File: src/rtl/iddr_deser.sv
// IDDR input deserializer: hunts for SYNC at even/odd bit phase, then packs WIDTH-bit words
// onto a valid/ready output. Define IDDR_DESER_STATS_EN to add word_cnt/sync_cnt counters.
module iddr_deser #(
  parameter int               WIDTH = 8,
  parameter logic [WIDTH-1:0] SYNC  = 8'hA5
) (
  input  logic             clk,
  input  logic             rst_n,
  input  logic             d_rise,
  input  logic             d_fall,
  input  logic             en,
  input  logic             resync,
  output logic [WIDTH-1:0] out_data,
  output logic             out_valid,
  input  logic             out_ready,
  output logic             locked,
  output logic             phase,
  output logic             overflow
`ifdef IDDR_DESER_STATS_EN
  ,
  output logic [15:0]      word_cnt,
  output logic [7:0]       sync_cnt
`endif
);

  // Handshake: a word transfers on any clk edge where out_valid && out_ready; out_data
  // and out_valid stay stable while out_valid && !out_ready.

  localparam int BEAT_W = (WIDTH / 2 > 1) ? $clog2(WIDTH / 2) : 1;
  localparam logic [BEAT_W-1:0] BEAT_LAST = BEAT_W'(WIDTH / 2 - 1);

  typedef enum logic {HUNT = 1'b0, LOCKED = 1'b1} state_e;

  state_e            state_q, state_d;
  logic [WIDTH:0]    sr_q, sr_d;
  logic [BEAT_W-1:0] beat_q, beat_d;
  logic [WIDTH-1:0]  out_data_q, out_data_d;
  logic              out_valid_q, out_valid_d;
  logic              phase_q, phase_d;
  logic              overflow_q, overflow_d;
`ifdef IDDR_DESER_STATS_EN
  logic [15:0]       word_cnt_q, word_cnt_d;
  logic [7:0]        sync_cnt_q, sync_cnt_d;
`endif

  logic [WIDTH-1:0]  win_e, win_o, word;
  logic              word_done;

  assign win_e = sr_q[WIDTH-1:0];
  assign win_o = sr_q[WIDTH:1];
  assign word  = phase_q ? win_o : win_e;

  always_comb begin
    state_d     = state_q;
    sr_d        = sr_q;
    beat_d      = beat_q;
    out_data_d  = out_data_q;
    out_valid_d = out_valid_q;
    phase_d     = phase_q;
    overflow_d  = overflow_q;
    word_done   = 1'b0;
`ifdef IDDR_DESER_STATS_EN
    word_cnt_d  = word_cnt_q;
    sync_cnt_d  = sync_cnt_q;
`endif

    if (en) sr_d = {sr_q[WIDTH-2:0], d_rise, d_fall};

    if (!en || resync) begin
      state_d = HUNT;
      beat_d  = '0;
    end else begin
      case (state_q)
        HUNT: begin
          // Even alignment is tested first so it wins when both windows match.
          if (win_e == SYNC) begin
            state_d = LOCKED;
            phase_d = 1'b0;
            beat_d  = '0;
          end else if (win_o == SYNC) begin
            state_d = LOCKED;
            phase_d = 1'b1;
            beat_d  = '0;
          end
        end
        LOCKED: begin
          if (beat_q == BEAT_LAST) begin
            beat_d    = '0;
            word_done = 1'b1;
          end else begin
            beat_d = beat_q + BEAT_W'(1);
          end
        end
        default: state_d = HUNT;
      endcase
    end

    if (out_valid_q && out_ready) out_valid_d = 1'b0;

    if (word_done && word != SYNC) begin
      if (!out_valid_q || out_ready) begin
        out_data_d  = word;
        out_valid_d = 1'b1;
`ifdef IDDR_DESER_STATS_EN
        if (word_cnt_q != 16'hFFFF) word_cnt_d = word_cnt_q + 16'd1;
`endif
      end else begin
        overflow_d = 1'b1;
      end
    end
`ifdef IDDR_DESER_STATS_EN
    if (word_done && word == SYNC && sync_cnt_q != 8'hFF) sync_cnt_d = sync_cnt_q + 8'd1;
`endif

    if (resync) begin
      overflow_d = 1'b0;
`ifdef IDDR_DESER_STATS_EN
      word_cnt_d = '0;
      sync_cnt_d = '0;
`endif
    end
  end

  always_ff @(posedge clk) begin
    if (!rst_n) begin
      state_q     <= HUNT;
      sr_q        <= '0;
      beat_q      <= '0;
      out_data_q  <= '0;
      out_valid_q <= 1'b0;
      phase_q     <= 1'b0;
      overflow_q  <= 1'b0;
`ifdef IDDR_DESER_STATS_EN
      word_cnt_q  <= '0;
      sync_cnt_q  <= '0;
`endif
    end else begin
      state_q     <= state_d;
      sr_q        <= sr_d;
      beat_q      <= beat_d;
      out_data_q  <= out_data_d;
      out_valid_q <= out_valid_d;
      phase_q     <= phase_d;
      overflow_q  <= overflow_d;
`ifdef IDDR_DESER_STATS_EN
      word_cnt_q  <= word_cnt_d;
      sync_cnt_q  <= sync_cnt_d;
`endif
    end
  end

  assign out_data  = out_data_q;
  assign out_valid = out_valid_q;
  assign locked    = (state_q == LOCKED);
  assign phase     = phase_q;
  assign overflow  = overflow_q;
`ifdef IDDR_DESER_STATS_EN
  assign word_cnt  = word_cnt_q;
  assign sync_cnt  = sync_cnt_q;
`endif

endmodule

File: config.mk
export PLATFORM = sky130hd
export DESIGN_NAME = iddr_deser
export DESIGN_NICKNAME = d
export VERILOG_FILES = /design/src/rtl/iddr_deser.sv
export SDC_FILE = /design/constraint.sdc
export NUM_CORES = 1
export LEC_CHECK = 0
export ABC_AREA = 1
export BUFFER_PORTS_ARGS = -buffer_cell sky130_fd_sc_hd__buf_2
export CORE_MARGIN = 3
export CORE_UTILIZATION = 57
export CTS_BUF_LIST = sky130_fd_sc_hd__clkbuf_4 sky130_fd_sc_hd__clkbuf_8
export DETAILED_ROUTE_END_ITERATION = 6
export PLACE_DENSITY = 0.77
export SLEW_MARGIN = 20
export SYNTH_ARGS = -nofsm -noshare
export SYNTH_HDL_FRONTEND = slang
export SYNTH_SLANG_ARGS = --single-unit
export TNS_END_PERCENT = 10
File: constraint.sdc
create_clock -name clk -period 1.45 [get_ports clk]
set_input_delay 0.145 -clock clk [delete_from_list [all_inputs] [get_ports clk]]
set_output_delay 0.145 -clock clk [all_outputs]
set_load 0.02 [all_outputs]
After elaboration in Yosys (flattened, before gate mapping)
Cells that the tools add are included.

Add/subtract/negate cells: 1. Equality and inequality tests: 5. Muxes and demuxes: 16. Bitwise gates (word level): 4. Reduce and logical (&&, ||, !) cells: 12.

Operators with widths (number): 8-bit == test (second input constant) (2); 1-bit 2-to-1 mux (11); 8-bit 2-to-1 mux (1); 8-bit inequality test (second input constant) (1); 2-bit 2-to-1 mux (3); 1-bit inverter (4); 2-bit one-hot mux with 2 select lines (1); 2-bit AND reduction (2); 2-bit OR reduction (2); 3-bit inequality test (second input constant) (1); 3-bit AND reduction (1); 2-bit by 1-bit adder with 2-bit output (second input constant) (1); 2-bit == test (second input constant) (1); 1-bit logical AND (2); 1-bit zero test (2); 1-bit logical OR (2); 2-bit nonzero test (1).

Output and inout bits: 12. Register bits: 23.

Depth between registers and ports, before layout
Gate-level depths: netlist (run 1).

Word-level depth: 6. Mapped depth: 11.

Worst setup path before layout (run 1)
Ideal clock, no wire load.

Path kind: register to register. From: register phase_q, in the netlist phase. To: register out_data_q[0], in the netlist out_data[0]. Data arrival time: 1.256 ns. Setup slack: 0.130 ns. Stages on the path, launching flop included: 11. Period minus slack after synthesis: 1.320 ns. Path buffers: 2. Cells stage by stage: dfxtp_1 -> buf_6 -> nand2_1 -> nand2_1 -> nand2_1 -> nor2_1 -> nand2_2 -> buf_6 -> nand4_1 -> nand2_1 -> nor2_1.

Word-level cells in the longest chain between the ends: 4.

Ends and longest elaborated chain: start, declared (line 39) `logic phase_q, phase_d;`; start signal, assigned (line 143) `phase_q <= phase_d;`; 8-bit 2-to-1 mux * (line 51) `assign word = phase_q ? win_o : win_e;`; 8-bit inequality test (line 100) `if (word_done && word != SYNC) begin`; 1-bit logical AND (line 100); 2-bit AND reduction (no line); end signal, assigned (line 141) `out_data_q <= out_data_d;`; end, declared (line 37) `logic [WIDTH-1:0] out_data_q, out_data_d;`.

Every way passes the cells marked *; elsewhere a longest branch is shown, timed or not. A chain may end at the register's enable or synchronous reset.

Worst setup path in the final report (run 1)
From: register phase_q, in the netlist phase. To: register out_data_q[3], in the netlist out_data[3].

The elaborated chain is that of the path after synthesis.

==> impl_metrics.csv, run 1 <==
group,metric,value,unit
die,core_area,0.001839,mm^2
synth,netlist_area,0.001170,mm^2
die,num_rows,15,
synth,synth_edf_count,0,
placement,place.gp.congestion,0.8187,
synth,synth_top_area_cell,"dfxtp_1",
finish,num_antenna_cells,0,
finish,final_area,0.001393,mm^2
worst_setup_path,worst-path-buf-inv,2,
worst_setup_path,slowest_delay,420,ps
placement,place.detailed.hpwl,1.720,mm
routing,final_antenna_net_count,0,
grt,grt_pass1_wl,3.801,mm
synth,synthCells,180,
worst_setup_path,cp.required,1700,ps
pwr,swShare,24.93,%
finish,drive_gt1_share,25.62,%
clock_network,postCtsHoldBufs,0,
sta,tightestPinTransition,244.4,ps
synth,async_flop_share,0,%
synth,synth-seq-cells,23,
min_path,min_path_type,"in2reg",
pwr,leakage,0.6917,nW
grt,antenna_found_initial,0,
sta,tns,0,ps
sta,hold_viol_final,0,
worst_setup_path,crit_arrival,1650,ps
routing,vias,1162,
synth,syn_nets,188,
synth,synth.top_cell.area_share,39.36,%
finish,final_net_count,212,
worst_setup_path,cp_max_fo,7,
sta,setup_ws,44.76,ps
synth,ys_top_cells_by_count,"nand2_1 (53), inv_1 (35), dfxtp_1 (23)",
worst_setup_path,path_cells,"buf_6 > nand2_2 > nand2_2 > nand2_2 > nor2_4 > nand2_4 > buf_6 > nand4_1 > nand2_1 > nor2_1",
worst_setup_path,path_delay_family,"simple AND/OR/NAND/NOR gates",
die,io_pins,19,
pwr,power_frac_seq,61.4,%
sta,whs,69.83,ps
synth,seq_area_frac_synth,39.36,%
finish,area_growth,19.04,%
worst_setup_path,path_class,"reg2reg",
routing,drc,0,
sta,drv_slew,0,
worst_setup_path,critPathSlowestCell,"dfxtp_4",
clock_network,cts-root-buf,"clkbuf_4",
synth,yosysUniqueCellTypes,22,
synth,synth.avg_cell_area,6.499,um^2
pwr,pwr-share-comb,10.2,%
routing,wire_per_inst,10.88,um
clock_network,ctsHtreeMaxLevel,1,
sta,min_period_over_period,96.91,%
die,dieHeight,51.31,um
run_status,status,"finished, final reports clean",
pwr,ir_drop,640.0,uV
worst_setup_path,cp-end-kind,"flop",
worst_setup_path,crit_top_cell,"nand2_2",
clock_network,numCtsBuffers,3,
sta,relSlewSlack,83.71,%
grt,track_usage,19.04,%
routing,viasPerCell,5.096,
die,die_x,51.31,um
die,start_util,63.61,%
sta,final.min_clock_period,1405,ps
synth,ys_dominant_reg_cell,"dfxtp_1",
clock_network,cts_buffer_depth,2,
sta,skew,2.054,ps
placement,place_area,0.001279,mm^2
pwr,power.internal,0.8106,mW
routing,drt-pass1-iter-count,6,
clock_network,clock_latency,300,ps
grt,grt_max_degree,20,
clock_network,cts.sinks,23,
sta,fmax,711.6,MHz
placement,place_ws,-43.87,ps
sta,rsz0062_at_grt,"true",
sta,finalSetupViolCount,0,
pwr,p_clk_share,28.4,%
clock_network,cts_tree,"done",
synth,ys_warn_count,0,
worst_setup_path,cp-start-kind,"flop",
routing,drt_iter0_markers,30,
routing,drt-total-wl,2.480,mm
synth,synth.area.top_cells,"dfxtp_1 (39%), nand2_1 (17%), inv_1 (11%)",
pwr,p_sw,0.2692,mW
pwr,p_per_area,775.4,mW/mm^2
die,die_area,0.002632,mm^2
synth,post-synth-top-count-cell,"nand2_1",
grt,grt_pass1_vias,943,
clock_network,path_clk_slew,120,ps
run,cap_violations,0,
placement,port_buffers,18,
grt,grt.overflow.total,0,
-- worst paths after layout --
check                                            from                       end  slack (ps)  cells after the start
worst min-delay path                           resync     overflow$_SDFFE_PP0P_          70                      4
worst max register to register     phase$_SDFFE_PN0P_  out_data[3]$_SDFFE_PN0P_          40                     10
worst min register to register  overflow$_SDFFE_PP0P_     overflow$_SDFFE_PP0P_         450                      2
worst max-delay path               phase$_SDFFE_PN0P_  out_data[3]$_SDFFE_PN0P_          40                     10
-- kinds of logic (layout without fill, tap and decap cells) --
family / Yosys count / in the layout / synth area share, %
simple gates: 87 / 87 / 32.41
buf+inv: 44 / 67 / 16.26
compound gates: 25 / 25 / 10.91
flops: 23 / 23 / 39.36
fa+ha+maj: 1 / 1 / 1.069
-- power by group through the flow --
| stage | clock [mW] | combinational [mW] | sequential, mW |
|---|---|---|---|
| floorplan | 0 | 0.0713 | 0.673 |
| global placement | 0 | 0.0914 | 0.677 |
| detailed placement | 0 | 0.0963 | 0.677 |
| CTS | 0.317 | 0.0972 | 0.663 |
| global route | 0.350 | 0.123 | 0.666 |
| finish | 0.307 | 0.110 | 0.663 |
-- final cells by class --
cell class              count  area (um^2)
fillers                   162        446.7
flip-flops and latches     23        466.7
clock buffers               4        30.03
multi-input cells         113        566.8
inverters                  38        147.6
well taps                  25        31.28
repair buffers             25        150.1
-- registers in the layout (all words and copies together) (netlist names) --
name       cells
overflow       1
phase          1
locked         1
beat_q         2
out_valid      1
out_data       8
sr_q           9
-- cells in the final DEF, fill, tap and decap left out --
cell type | synthesis | final
nor2_2 | 1 | 2
o21ai_0 | 9 | 9
buf_4 | 1 | 5
dfxtp_1 | 23 | 20
dfxtp_4 | 0 | 1
or2_1 | 1 | 1
inv_6 | 1 | 1
buf_2 | 1 | 18
nand4_1 | 11 | 11
a21boi_1 | 1 | 1
nor2_4 | 0 | 1
nand2_1 | 53 | 43
nor3_1 | 2 | 2
inv_1 | 35 | 35
inv_2 | 2 | 2
nand3_4 | 0 | 1
nand2_2 | 3 | 12
a21oi_1 | 13 | 13
nand3_1 | 3 | 3
buf_6 | 2 | 2
ha_1 | 1 | 1
o21ai_1 | 2 | 2
clkbuf_4 | 0 | 4
nand2_4 | 0 | 1
nor2_1 | 12 | 10
dfxtp_2 | 0 | 2
-- timing repair --
action                     in CTS  in global routing
resized for setup               1                 23
setup endpoints to repair       8                  8
pin swaps                       0                 10
buffers inserted                0                  3
-- through the flow --
step           std cells  utilization [%]  total power [mW]
6_report             228            75.71             1.080
5_1_grt              228            75.71             1.139
4_1_cts              225            71.22             1.078
3_5_place_dp         221            69.52            0.7735
3_3_place_gp         221            69.52            0.7686
2_1_floorplan        180                -            0.7447
-- tightest hold or removal path: stages --
cell	delay (ps)
buf_2	70
inv_1	40
nand2_1	50
a21oi_1	30
-- metal layers --
metal / wire, um / track usage, %
met5: 0 / 0
met4: 0 / 8.734
met3: 116 / 3.790
met2: 1319 / 35.41
met1: 1044 / 20.39
Note: power is estimated with default switching activity, not from simulation.
==> run 2, diff against run 1 <==
--- a/config.mk
+++ b/config.mk
@@ -11,6 +11,7 @@
 export CORE_UTILIZATION = 57
 export CTS_BUF_LIST = sky130_fd_sc_hd__clkbuf_4 sky130_fd_sc_hd__clkbuf_8
 export DETAILED_ROUTE_END_ITERATION = 6
+export GPL_TIMING_DRIVEN = 0
 export PLACE_DENSITY = 0.77
 export SLEW_MARGIN = 20
 export SYNTH_ARGS = -nofsm -noshare
==> run 2 against run 1 <==
Against the previous run: maximum frequency is 7.2% higher; cell count decreased by 0.44%; register-to-register slack better by 90 ps; design area shrank 3.4%; count of clock-buffer cells in the layout did not move; worst hold slack worse by 6.3 ps; power fell by 0.68%; global-route usage increased by 0.40 points; non-clock buffer count down 1.
==> impl_metrics.csv, run 2 (synthesis results as in run 1) <==
group,metric,value,unit
worst_setup_path,r2r_slack,140,ps
clock_network,ctsHtreeMaxLevel,1,
clock_network,cts_tree,"done",
worst_setup_path,slowest_delay,340,ps
min_path,min_path_type,"in2reg",
sta,drv_slew,0,
routing,drt_iter0_markers,17,
clock_network,postCtsHoldBufs,0,
placement,place.detailed.hpwl,1.717,mm
pwr,finalPower,1.073,mW
sta,tns,0,ps
clock_network,clock_latency,310,ps
sta,whs,63.54,ps
die,num_rows,15,
die,die_area,0.002632,mm^2
sta,tightestPinTransition,396.3,ps
routing,drt-pass1-iter-count,4,
sta,hold_viol_final,0,
clock_network,cts-root-buf,"clkbuf_4",
pwr,leakage,0.6624,nW
run,cap_violations,0,
finish,num_antenna_cells,0,
finish,fillCellCount,165,
finish,final_net_count,211,
run_status,status,"finished, final reports clean",
finish,largest_register_ffs,9,
sta,finalSetupViolCount,0,
worst_setup_path,path_delay_family,"simple AND/OR/NAND/NOR gates",
die,die_x,51.31,um
placement,port_buffers,18,
clock_network,numCtsBuffers,3,
routing,drc,0,
die,start_util,63.61,%
routing,viasPerCell,4.903,
pwr,p_per_area,797.4,mW/mm^2
routing,vias,1113,
finish,layout_commonest_cell,"nand2_1",
clock_network,cts.sinks,23,
sta,min_period_over_period,90.37,%
worst_setup_path,crit_arrival,1560,ps
worst_setup_path,critPathSlowestCell,"dfxtp_1",
finish,drive_gt1_share,19.31,%
worst_setup_path,path_cells,"inv_1 > nand2_1 > nand2_2 > nand2_1 > nor2_2 > nand2_2 > buf_6 > nand4_1 > nand2_1 > nor2_1",
worst_setup_path,worst-path-buf-inv,2,
die,dieHeight,51.31,um
sta,fmax,763.1,MHz
pwr,ir_drop,772.1,uV
routing,wire_per_inst,9.921,um
grt,grt_max_degree,13,
clock_network,path_clk_slew,120,ps
grt,track_usage,19.44,%
finish,area_growth,14.97,%
grt,grt_pass1_wl,3.884,mm
worst_setup_path,cp-end-kind,"flop",
finish,layout_common_cells,"nand2_1 (51), inv_1 (35), dfxtp_1 (22)",
routing,final_antenna_net_count,0,
routing,drt-total-wl,2.252,mm
worst_setup_path,cp-start-kind,"flop",
sta,relSlewSlack,73.58,%
worst_setup_path,path_class,"reg2reg",
grt,antenna_found_initial,0,
worst_setup_path,cp_max_fo,5,
worst_setup_path,crit_top_cell,"nand2_1",
sta,final.min_clock_period,1310,ps
grt,grt.overflow.total,0,
die,io_pins,19,
placement,place.gp.congestion,0.8763,
grt,grt_pass1_vias,938,
die,core_area,0.001839,mm^2
clock_network,cts_buffer_depth,2,
finish,largest-register,"sr_q",
sta,skew,4.974,ps
worst_setup_path,cp.required,1700,ps
run 2: changes by cell type in the layout (fill, tap and decap cells not counted):
| cell | change |
|---|---|
| inv_6 | -1 |
| clkbuf_1 | +2 |
| nand2_2 | -7 |
| nand2_1 | +8 |
| inv_8 | +1 |
| nand2_4 | -1 |
| buf_4 | -4 |
| dfxtp_1 | +2 |
| nor2_2 | +1 |
| nor2_4 | -1 |
| dfxtp_2 | -2 |
| buf_2 | +1 |
run 2: worst paths after layout:
kind | start | endpoint | cells after the start
worst min-delay path | resync | overflow$_SDFFE_PP0P_ | 4
worst max register to register | sr_q[1]$_SDFFE_PN0P_ | out_data[0]$_SDFFE_PN0P_ | 10
worst max-delay path | sr_q[1]$_SDFFE_PN0P_ | out_data[0]$_SDFFE_PN0P_ | 10
worst min register to register | overflow$_SDFFE_PP0P_ | overflow$_SDFFE_PP0P_ | 2
run 2: final cells by class:
class                           count  area (um^2)  area share (%)
Multi-Input combinational cell    113        536.8           39.91
Sequential cell                    23        464.2           34.51
Inverter                           38        150.1           11.16
Timing Repair Buffer               19        101.3           7.535
Buffer                              5        31.28           2.326
Tap cell                           25        31.28           2.326
Clock buffer                        4        30.03           2.233
run 2: routing by layer:
metal / GRT usage (%) / vias to the layer above / wire length (um)
met1: 23.74 / 486 / 1009
met5: 0 / - / 0
met4: 10.04 / 0 / 23
li1: - / 599 / -
met2: 32.19 / 24 / 1125
met3: 3.790 / 4 / 94
run 2: worst min-delay path, stage by stage:
cell,delay (ps)
buf_2,70
inv_1,40
nand2_1,50
a21oi_1,30
run 2: repair_timing:
action / CTS / global route
resized for setup: 0 / 10
buffers inserted: 0 / 0
setup endpoints to repair: 0 / 9
run 2: per-stage QoR:
stage	utilization [%]	instance area [um^2]	setup slack, ps	std cells
floorplan	-	1170	129.9	180
global placement	70.20	1291	139.5	223
CTS	71.84	1321	69.73	227
global route	73.13	1345	-1.599	227
finish	73.13	1345	139.6	227
detailed placement	70.20	1291	93.36	223
run 2: where the power goes:
group | internal [mW] | total, mW | switching, mW
logic | 0.0358 | 0.100 | 0.0646
clock network | 0.126 | 0.310 | 0.184
registers | 0.647 | 0.662 | 0.0153
